File: src/rtl/instr_prefetch_queue.sv
// Instruction prefetch queue: DEPTH-entry FIFO feeding an output instruction
// register that presents opcode/operand fields under a valid/ready handshake.
module instr_prefetch_queue #(
  parameter int DATA_W = 8,
  parameter int DEPTH  = 4,
  parameter int OPC_W  = 4
) (
  input  logic                      clk,
  input  logic                      rst_n,
  input  logic                      flush,
  input  logic                      in_valid,
  output logic                      in_ready,
  input  logic [DATA_W-1:0]         in_data,
  output logic                      out_valid,
  input  logic                      out_ready,
  output logic [OPC_W-1:0]          opcode,
  output logic [DATA_W-OPC_W-1:0]   operand,
  output logic [$clog2(DEPTH+2)-1:0] level
);

  localparam int PTR_W = $clog2(DEPTH);
  localparam int CNT_W = $clog2(DEPTH + 1);
  localparam int LVL_W = $clog2(DEPTH + 2);
  localparam logic [CNT_W-1:0] DEPTH_C = CNT_W'(DEPTH);

  logic [DATA_W-1:0] mem [DEPTH];
  logic [PTR_W-1:0]  wr_ptr;
  logic [PTR_W-1:0]  rd_ptr;
  logic [CNT_W-1:0]  fifo_count;
  logic [DATA_W-1:0] ir;

  logic push;
  logic load;
  logic fifo_empty;
  logic pop;
  logic bypass;
  logic fifo_wr;

  assign in_ready   = !flush && (fifo_count < DEPTH_C);
  assign push       = in_valid && in_ready;
  assign load       = !out_valid || out_ready;
  assign fifo_empty = (fifo_count == '0);
  assign pop        = load && !fifo_empty;
  // An empty FIFO with a free IR sends the incoming word straight to the IR.
  assign bypass     = load && fifo_empty && push;
  assign fifo_wr    = push && !bypass;

  always_ff @(posedge clk) begin
    if (fifo_wr) begin
      mem[wr_ptr] <= in_data;
    end
  end

  always_ff @(posedge clk or negedge rst_n) begin
    if (!rst_n) begin
      wr_ptr     <= '0;
      rd_ptr     <= '0;
      fifo_count <= '0;
      ir         <= '0;
      out_valid  <= 1'b0;
    end else if (flush) begin
      wr_ptr     <= '0;
      rd_ptr     <= '0;
      fifo_count <= '0;
      ir         <= '0;
      out_valid  <= 1'b0;
    end else begin
      if (fifo_wr) begin
        wr_ptr <= wr_ptr + PTR_W'(1);
      end
      if (pop) begin
        rd_ptr <= rd_ptr + PTR_W'(1);
      end
      case ({fifo_wr, pop})
        2'b10:   fifo_count <= fifo_count + CNT_W'(1);
        2'b01:   fifo_count <= fifo_count - CNT_W'(1);
        default: fifo_count <= fifo_count;
      endcase
      if (load) begin
        if (!fifo_empty) begin
          ir        <= mem[rd_ptr];
          out_valid <= 1'b1;
        end else if (push) begin
          ir        <= in_data;
          out_valid <= 1'b1;
        end else begin
          out_valid <= 1'b0;
        end
      end
    end
  end

  assign opcode  = ir[DATA_W-1 -: OPC_W];
  assign operand = ir[DATA_W-OPC_W-1:0];
  assign level   = LVL_W'(fifo_count) + LVL_W'(out_valid);

endmodule

File: config.mk
export PLATFORM = sky130hd
export DESIGN_NAME = instr_prefetch_queue
export DESIGN_NICKNAME = d
export VERILOG_FILES = /design/src/rtl/instr_prefetch_queue.sv
export SDC_FILE = /design/constraint.sdc
export NUM_CORES = 1
export LEC_CHECK = 0
export ABC_CLOCK_PERIOD_IN_PS = 5500
export BUFFER_PORTS_ARGS = -buffer_cell sky130_fd_sc_hd__buf_2
export CAP_MARGIN = 25
export CORE_ASPECT_RATIO = 0.75
export CORE_MARGIN = 5
export CORE_UTILIZATION = 35
export DETAILED_ROUTE_END_ITERATION = 6
export SYNTH_ARGS = -nofsm -noshare
export SYNTH_HDL_FRONTEND = slang
export SYNTH_SLANG_ARGS = --single-unit
File: constraint.sdc
create_clock -name clk -period 5.5 [get_ports clk]
set_input_delay 0.275 -clock clk [delete_from_list [all_inputs] [get_ports clk]]
set_output_delay 0.275 -clock clk [all_outputs]
set_load 0.03 [all_outputs]
==> results of run 1 <==
Yosys cell counts, drive strengths merged:
| library cell | number | share of area (%) |
|---|---|---|
| edfxtp | 32 | 44 |
| dfrtp | 16 | 18 |
| mux4 | 8 | 8.3 |
| a221o | 7 | 3.2 |
| nor4b | 7 | 2.8 |
| clkbuf | 6 | 1.0 |
| ha | 6 | 3.5 |
| nand3 | 5 | 1.2 |
| and2 | 4 | 1.2 |
| buf | 4 | 1.2 |
| nand4 | 4 | 1.2 |
| nand4b | 4 | 1.6 |
| nor2 | 4 | 0.69 |
| a21oi | 3 | 0.87 |
| nor2b | 3 | 0.87 |
| nor3 | 3 | 0.69 |
| a31oi | 2 | 0.58 |
| inv | 2 | 0.35 |
| mux2 | 2 | 1.0 |
| nand2b | 2 | 0.58 |
| o21ai | 2 | 0.46 |
| or3 | 2 | 0.58 |
| a22o | 1 | 0.40 |
| fa | 1 | 0.92 |
| mux2i | 1 | 0.46 |
| nor3b | 1 | 0.35 |
| nor4 | 1 | 0.98 |
| nor4bb | 1 | 0.46 |
| o211ai | 1 | 0.35 |
| o31ai | 1 | 0.35 |
| or3b | 1 | 0.40 |
| or4 | 1 | 0.35 |
| xor2 | 1 | 0.40 |
kinds of logic (layout without fill, tap and decap cells):
| kind of cell | count (synthesis) | count (layout) | share of synthesized area, % |
|---|---|---|---|
| xor gates and xnor gates | 1 | 1 | 0.404 |
| muxes | 11 | 11 | 9.80 |
| DFF | 48 | 48 | 62.7 |
| and+or+nand+nor | 43 | 43 | 13.8 |
| AOI/OAI and AO/OA | 17 | 17 | 6.23 |
| adders and majority gates | 7 | 7 | 4.38 |
| buffers and inverters | 12 | 38 | 2.59 |
critical path: cells and delay by family, from the launching register on:
kind,cells,cell delay [ps]
adder cells (fa/ha/maj),1,520
flip-flops,1,480
AND/OR/NAND/NOR,5,1230
layer usage:
layer / up-vias / global-route usage, % / wire length [µm]
met4: 0 / 6.11 / 106
met1: 706 / 15.4 / 1920
met2: 53 / 18.6 / 2180
li1: 607 / - / -
met3: 11 / 3.99 / 333
met5: - / 0 / 0
through the flow:
stage	worst slack [ps]	total power [mW]	utilization [%]
after floorplan	3360	0.451	-
after global placement	3290	0.475	39.9
after detailed placement	3160	0.478	39.9
after CTS	3240	0.723	41.8
after global routing	3120	0.746	41.8
final	3210	0.716	41.8
state kept, by name, summed over array words and instances, names as in the netlist:
signal      cells
mem            32
ir              8
fifo_count      3
rd_ptr          2
wr_ptr          2
out_valid       1
where the power goes:
group / internal [mW] / switching [mW]
clock network: 0.132 / 0.114
registers: 0.393 / 0.00746
logic: 0.0249 / 0.0441
worst min path at each step:
| stage | start | slack, ps | depth (start not counted) | end |
|---|---|---|---|---|
| detailed placement | rst_n | 230 | 1 | out_valid$_DFFE_PN0P_ |
| global route | in_data[6] | 200 | 1 | mem[2][6]$_DFFE_PP_ |
| finish | in_data[5] | 210 | 1 | mem[2][5]$_DFFE_PP_ |
| global placement | rst_n | 230 | 1 | fifo_count[2]$_DFFE_PN0P_ |
| floorplan | rst_n | -20 | 0 | fifo_count[0]$_DFFE_PN0P_ |
| CTS | in_data[6] | 200 | 1 | mem[2][6]$_DFFE_PP_ |
layout make-up:
| type | instances | area, µm² | area share (%) |
|---|---|---|---|
| timing repair buffer | 28 | 150 | 6.07 |
| multi-input combinational | 79 | 752 | 30.4 |
| inverter | 2 | 7.51 | 0.303 |
| tap | 78 | 97.6 | 3.94 |
| sequential | 48 | 1360 | 55.0 |
| clock inverter | 3 | 37.5 | 1.52 |
| clock buffer | 5 | 68.8 | 2.78 |
==> results.md, run 1 <==
* TNS Setup at 0 ps
* Max incr delay on CP at 620 ps
* Worst skew pair latency at 300 ps
* Status: complete, no violations
* Startpoint Class: flip-flop
* Critical path's most frequent cell: nand4_1
* Initial core utilization at 36.7%
* RePlAce Congestion at 0.749
* Critical setup path kind: flip-flop to flip-flop
* Worst slew margin at 53.0%
* Final layout net count at 184
* Largest net degree at the start of global routing at 27
* Grt total ovfl at 0
* Crit. End Element: flip-flop
* #FFs+latches synth at 48
* Max-Cap Viols at 0
* Core Footprint at 0.00592 mm²
* Fin. max-slew vios at 0
* Maximum fanout along the worst path at 10
* Final period utilization at 41.7%
* Placed cell area at 0.00236 mm²
* Routed len/inst at 18.7 µm
* Pleak at 0.932 nW
* Max clock buf depth at 2
* # hold bufs at CTS at 1
* Initial DRC count at 73
* DR pass1 iterations at 4
* GRT Util Overall at 12.1%
* R2R depth at 6
* Clock transition at path regs at 90 ps
* Die H at 78.2 µm
* Vias in the first global route at 1,339
* VDD IR max at 0.121 mV
* Die X at 101 µm
* Detail Route Antenna Nets at 0
* Worst hold slack at 211 ps
* CP max-delay cell: nor3b_1
* # IOs at 26
* Arr. time, crit path at 2530 ps
* CTS buffer count at 5
* Setup Viol. Count Final at 0
* Post-cts sizing count at 0
* Synth-to-layout area growth at 14.1%
* CTS tree: built
* Synth Area per Inst at 15.6 µm²
* Drc violations at 0
* Required @ worst endpoint at 5730 ps
* Finished Layout Cells at 243
* Filler cell count at 550
* Diodes inserted at 0
* Power Density at 289 mW/mm²
* Hpwl dp at 3130 µm
* Setup Skew at 9.78 ps
* Port bufs at 25
* Synth warn at 0
* Synthesized cell area at 0.00217 mm²
* Layout cell share with drive strength beyond 1 at 27.3%
* Tightest Pin Transition at 703 ps
* Die Footprint at 0.00789 mm²
* Final Hold Vio Count at 0
* Net Count, Synth at 159
* Post-synth cell types at 35
* Sink Count at 48
* Register area share after synthesis at 62.7%
* Worst min-delay path category: primary input to flip-flop
* Crit-path cells: nor3b_1, nor3_1, fa_1, nor2b_1, nand4_1, nand4_1
* Synthesized instance count at 139
* Initial antenna violation count at 0
* Critical R2R Capture: fifo_count[1]$_DFFE_PN0P_
* Min Tclk post-route at 2290 ps
* H-Tree Level Count at 2
* Unrepaired setup endpoints after global routing: no
* RR Startpoint: fifo_count[2]$_DFFE_PN0P_
* Internal reg-to-reg setup slack at 3210 ps
* CP startpoint: fifo_count[2]$_DFFE_PN0P_
* Vias/cell at 5.67
* Most common cell after layout, fill and taps aside: edfxtp_1
* # Post-CTS Setup Buffers at 0
* Final instance area at 0.00247 mm²
* Rows at 24
* Vias at 1,377
* First-pass GRT wire length at 7180 µm
* Post-Route WL at 4530 µm
* Root Driver: clkbuf_8
* Placed cell count at 234
* Most frequent cells in the layout: edfxtp_1, buf_2, dfrtp_1
* CP Capture Point: fifo_count[1]$_DFFE_PN0P_
* F_max at 436 MHz
(Power assumes the default switching activity.)
==> inputs of run 2 (changes only) <==
- ABC_AREA: unset -> 1
- ABC_CLOCK_PERIOD_IN_PS: 5500 -> 1900
- clock period: 5.5 -> 1.9 ns (I/O delays scaled with it)
==> run 2 against run 1 <==
  * Routed wire length rose by 3.3%
  * Total power grew to 4.8 times the previous value
  * Critical endpoint is now mem[3][7]$_DFFE_PP_
  * Critical path type unchanged
  * Via count is 13% higher
  * Highest routed layer unchanged
==> results.md, run 2 <==
* Status: complete, no violations
* Net Sw Frac at 39.0% (+16 points)
* Startpoint Class: flip-flop
* Die X at 102 µm (+1.4%)
* Unrepaired setup endpoints after global routing: no
* Post-Route WL at 4680 µm (+3.3%)
* Routed len/inst at 13.7 µm (-26%)
* Share of flip-flops with an asynchronous set or reset at 33.3% (unchanged)
* Worst slew margin at 44.3% (-8.7 points)
* Detail Route Antenna Nets at 0 (unchanged)
* Synthesized instance count at 219 (+58%)
* TNS Setup at 0 ps (unchanged)
* CP max-delay cell: nor2_1
* Rows at 25 (+4.2%)
* Adder-cell share of the synthesized area at 4.25% (-0.14 points)
* Power Density at 1300 mW/mm² (+350%)
* Setup Viol. Count Final at 0 (unchanged)
* Port bufs at 25 (unchanged)
* Synthesized cell area at 0.00224 mm² (+3.2%)
* Logic pwr share at 39.7% (+30 points)
* # IOs at 26 (unchanged)
* Top post-synthesis cells by area: edfxtp_1, dfrtp_1, nand2_1
* CP startpoint: fifo_count[2]$_DFFE_PN0P_
* Core Footprint at 0.00626 mm² (+5.8%)
* Layout cell share with drive strength beyond 1 at 25.0% (-2.3 points)
* Grt total ovfl at 0 (unchanged)
* CTS buffer count at 5 (unchanged)
* VDD IR max at 0.556 mV (+360%)
* Hpwl dp at 3260 µm (+4.0%)
* Largest net degree at the start of global routing at 17 (-37%)
* Vias in the first global route at 1,489 (+11%)
* Sink Count at 48 (unchanged)
* Root Driver: clkbuf_8
* Initial DRC count at 103 (+41%)
* Die H at 79.3 µm (+1.4%)
* Complex-gate fraction of the synthesized area at 7.88% (+1.6 points)
* RR Startpoint: fifo_count[2]$_DFFE_PN0P_
* #FFs+latches synth at 48 (unchanged)
* Max incr delay on CP at 640 ps (+20 ps)
* Top reg by flops: mem
* Net Count, Synth at 239 (+50%)
* Final Hold Vio Count at 0 (unchanged)
* Maximum fanout along the worst path at 8 (-2)
* Worst skew pair latency at 290 ps (about the same)
* Top FF cell, synth: edfxtp_1
* Synth Area per Inst at 10.2 µm² (-34%)
* Most frequent cells in the layout: nand2_1, edfxtp_1, buf_2
* Max-Cap Viols at 0 (unchanged)
* Required @ worst endpoint at 1820 ps (-3910 ps)
* Tightest Pin Transition at 833 ps (+130 ps)
* DR pass1 iterations at 4 (unchanged)
* Crit. End Element: flip-flop
* Initial antenna violation count at 0 (unchanged)
* RePlAce Congestion at 0.751 (+0.32%)
* Internal at 2.10 mW (+280%)
* Vias at 1,561 (+13%)
* Fin. max-slew vios at 0 (unchanged)
* Simple-gate share of the synthesized area at 21.6% (+7.8 points)
* Crit path max-delay family: simple AND/OR/NAND/NOR gates
* P_sw at 1.34 mW (+710%)
* Die Footprint at 0.00812 mm² (+2.9%)
* Max FFs per register at 32 (unchanged)
* Hold wc startpoint: in_data[7]
* Final layout net count at 279 (+52%)
* Synth warn at 0 (unchanged)
* XOR/XNOR Fraction of Synth Area at 0.391% (-0.013 points)
* Max clock buf depth at 2 (unchanged)
* Critical setup path kind: flip-flop to flip-flop
* Most common cell after layout, fill and taps aside: nand2_1
* Register area share after synthesis at 60.8% (-2.0 points)
* Most frequent cell after synthesis: nand2_1
* Top-area cell type share of the netlist area at 42.9% (-1.4 points)
* Vias/cell at 4.58 (-19%)
* Clk pwr share at 21.0% (-13 points)
* First-pass GRT wire length at 7570 µm (+5.5%)
* Final period utilization at 94.3% (+53 points)
* Worst min-delay path category: primary input to flip-flop
* Pleak at 1.18 nW (+26%)
* Arr. time, crit path at 1720 ps (-810 ps)
* Largest family of logic cells by synthesized area: simple AND/OR/NAND/NOR gates
* Initial core utilization at 35.8% (-0.88 points)
* Post-synth cell types at 30 (-14%)
* Clock transition at path regs at 90 ps (about the same)
* Top post-synthesis cells by count: nand2_1, edfxtp_1, nor2_1
* Crit-path cells: nor2_4, nand2_2, inv_2, o21ai_2, nor2_1
* F_max at 558 MHz (+28%)
* GRT Util Overall at 12.3% (+0.22 points)
* Synth-to-layout area growth at 18.5%
* Mux cell area share after synthesis at 0% (-9.8 points)
* Yosys top cell by area: edfxtp_1
* Buf+Inv Stages, Crit Path at 1 (+1)
* Total Power at 3.44 mW (+380%)
* Sequential power share at 39.3% (-17 points)
* Biggest regs: mem: 32 flops, ir: 8 flops, fifo_count: 3 flops
* Setup Skew at 6.34 ps (-3.45 ps)
* Diodes inserted at 0 (unchanged)
* Drc violations at 0 (unchanged)
* CTS tree: built
* H-Tree Level Count at 2 (unchanged)
* EDFF count, synth at 32 (unchanged)
* Min Tclk post-route at 1790 ps (-500 ps)
==> run 2: cell families (layout without fill, tap and decap cells) <==
| kind of cell | Yosys count | in the layout |
|---|---|---|
| adders and majority gates | 7 | 7 |
| AOI/OAI and AO/OA | 31 | 31 |
| xor gates and xnor gates | 1 | 1 |
| DFF | 48 | 48 |
| and+or+nand+nor | 105 | 105 |
| buffers and inverters | 27 | 68 |
==> run 2: final timing paths <==
kind | endpoint | slack, ps | depth (start not counted)
setup / recovery | mem[3][7]$_DFFE_PP_ | 110 | 5
hold / removal | mem[1][7]$_DFFE_PP_ | 30 | 1
setup reg to reg | mem[3][7]$_DFFE_PP_ | 110 | 5
hold reg to reg | ir[6]$_DFFE_PN0P_ | 490 | 2
max in group asynchronous | fifo_count[1]$_DFFE_PN0P_ | 1340 | 2
min in group asynchronous | wr_ptr[1]$_DFFE_PN0P_ | 250 | 2
==> run 2: routing by layer <==
metal / wire [µm] / track usage (%) / share of wire (%) / vias up
li1: - / - / - / 798
met1: 2380 / 17.9 / 51 / 729
met2: 2080 / 18.7 / 44 / 29
met3: 185 / 2.99 / 4.0 / 5
met4: 30 / 2.62 / 0.64 / 0
met5: 0 / 0 / 0 / -
==> run 2: what timing repair did <==
action / 4_1_cts / 5_1_grt
hold buffers: 1 / 0
endpoints found under the setup margin: 0 / 9
gates resized for setup: 0 / 3
endpoints found under the hold margin: 16 / 0
buffers inserted: 0 / 1
==> run 2: cell type report <==
| type | instances | area [µm²] |
|---|---|---|
| inverters | 21 | 78.8 |
| clock inverters | 2 | 35.0 |
| clock buffers | 6 | 72.6 |
| fillers | 616 | 3600 |
| multi-input cells | 144 | 767 |
| repair buffers | 39 | 236 |
| well taps | 81 | 101 |
| flip-flops and latches | 48 | 1360 |
==> run 2: per-stage QoR <==
stage | area, µm² | util, % | cells | setup slack, ps | hold WS (ps)
after floorplan | 2240 | - | 219 | 145 | -201
after global placement | 2520 | 40.3 | 331 | 105 | 53.5
after detailed placement | 2520 | 40.3 | 331 | 65.2 | 62.0
after CTS | 2640 | 42.2 | 340 | 41.9 | 22.9
after global routing | 2650 | 42.4 | 341 | 4.51 | 23.2
final | 2650 | 42.4 | 341 | 108 | 28.3
==> run 2: power by group through the flow <==
stage | logic, mW | clock network (mW) | registers, mW
floorplan | 0.807 | 0 | 1.51
global placement | 1.34 | 0 | 1.38
detailed placement | 1.34 | 0 | 1.38
CTS | 1.35 | 0.744 | 1.36
global route | 1.52 | 0.784 | 1.38
finish | 1.36 | 0.723 | 1.35
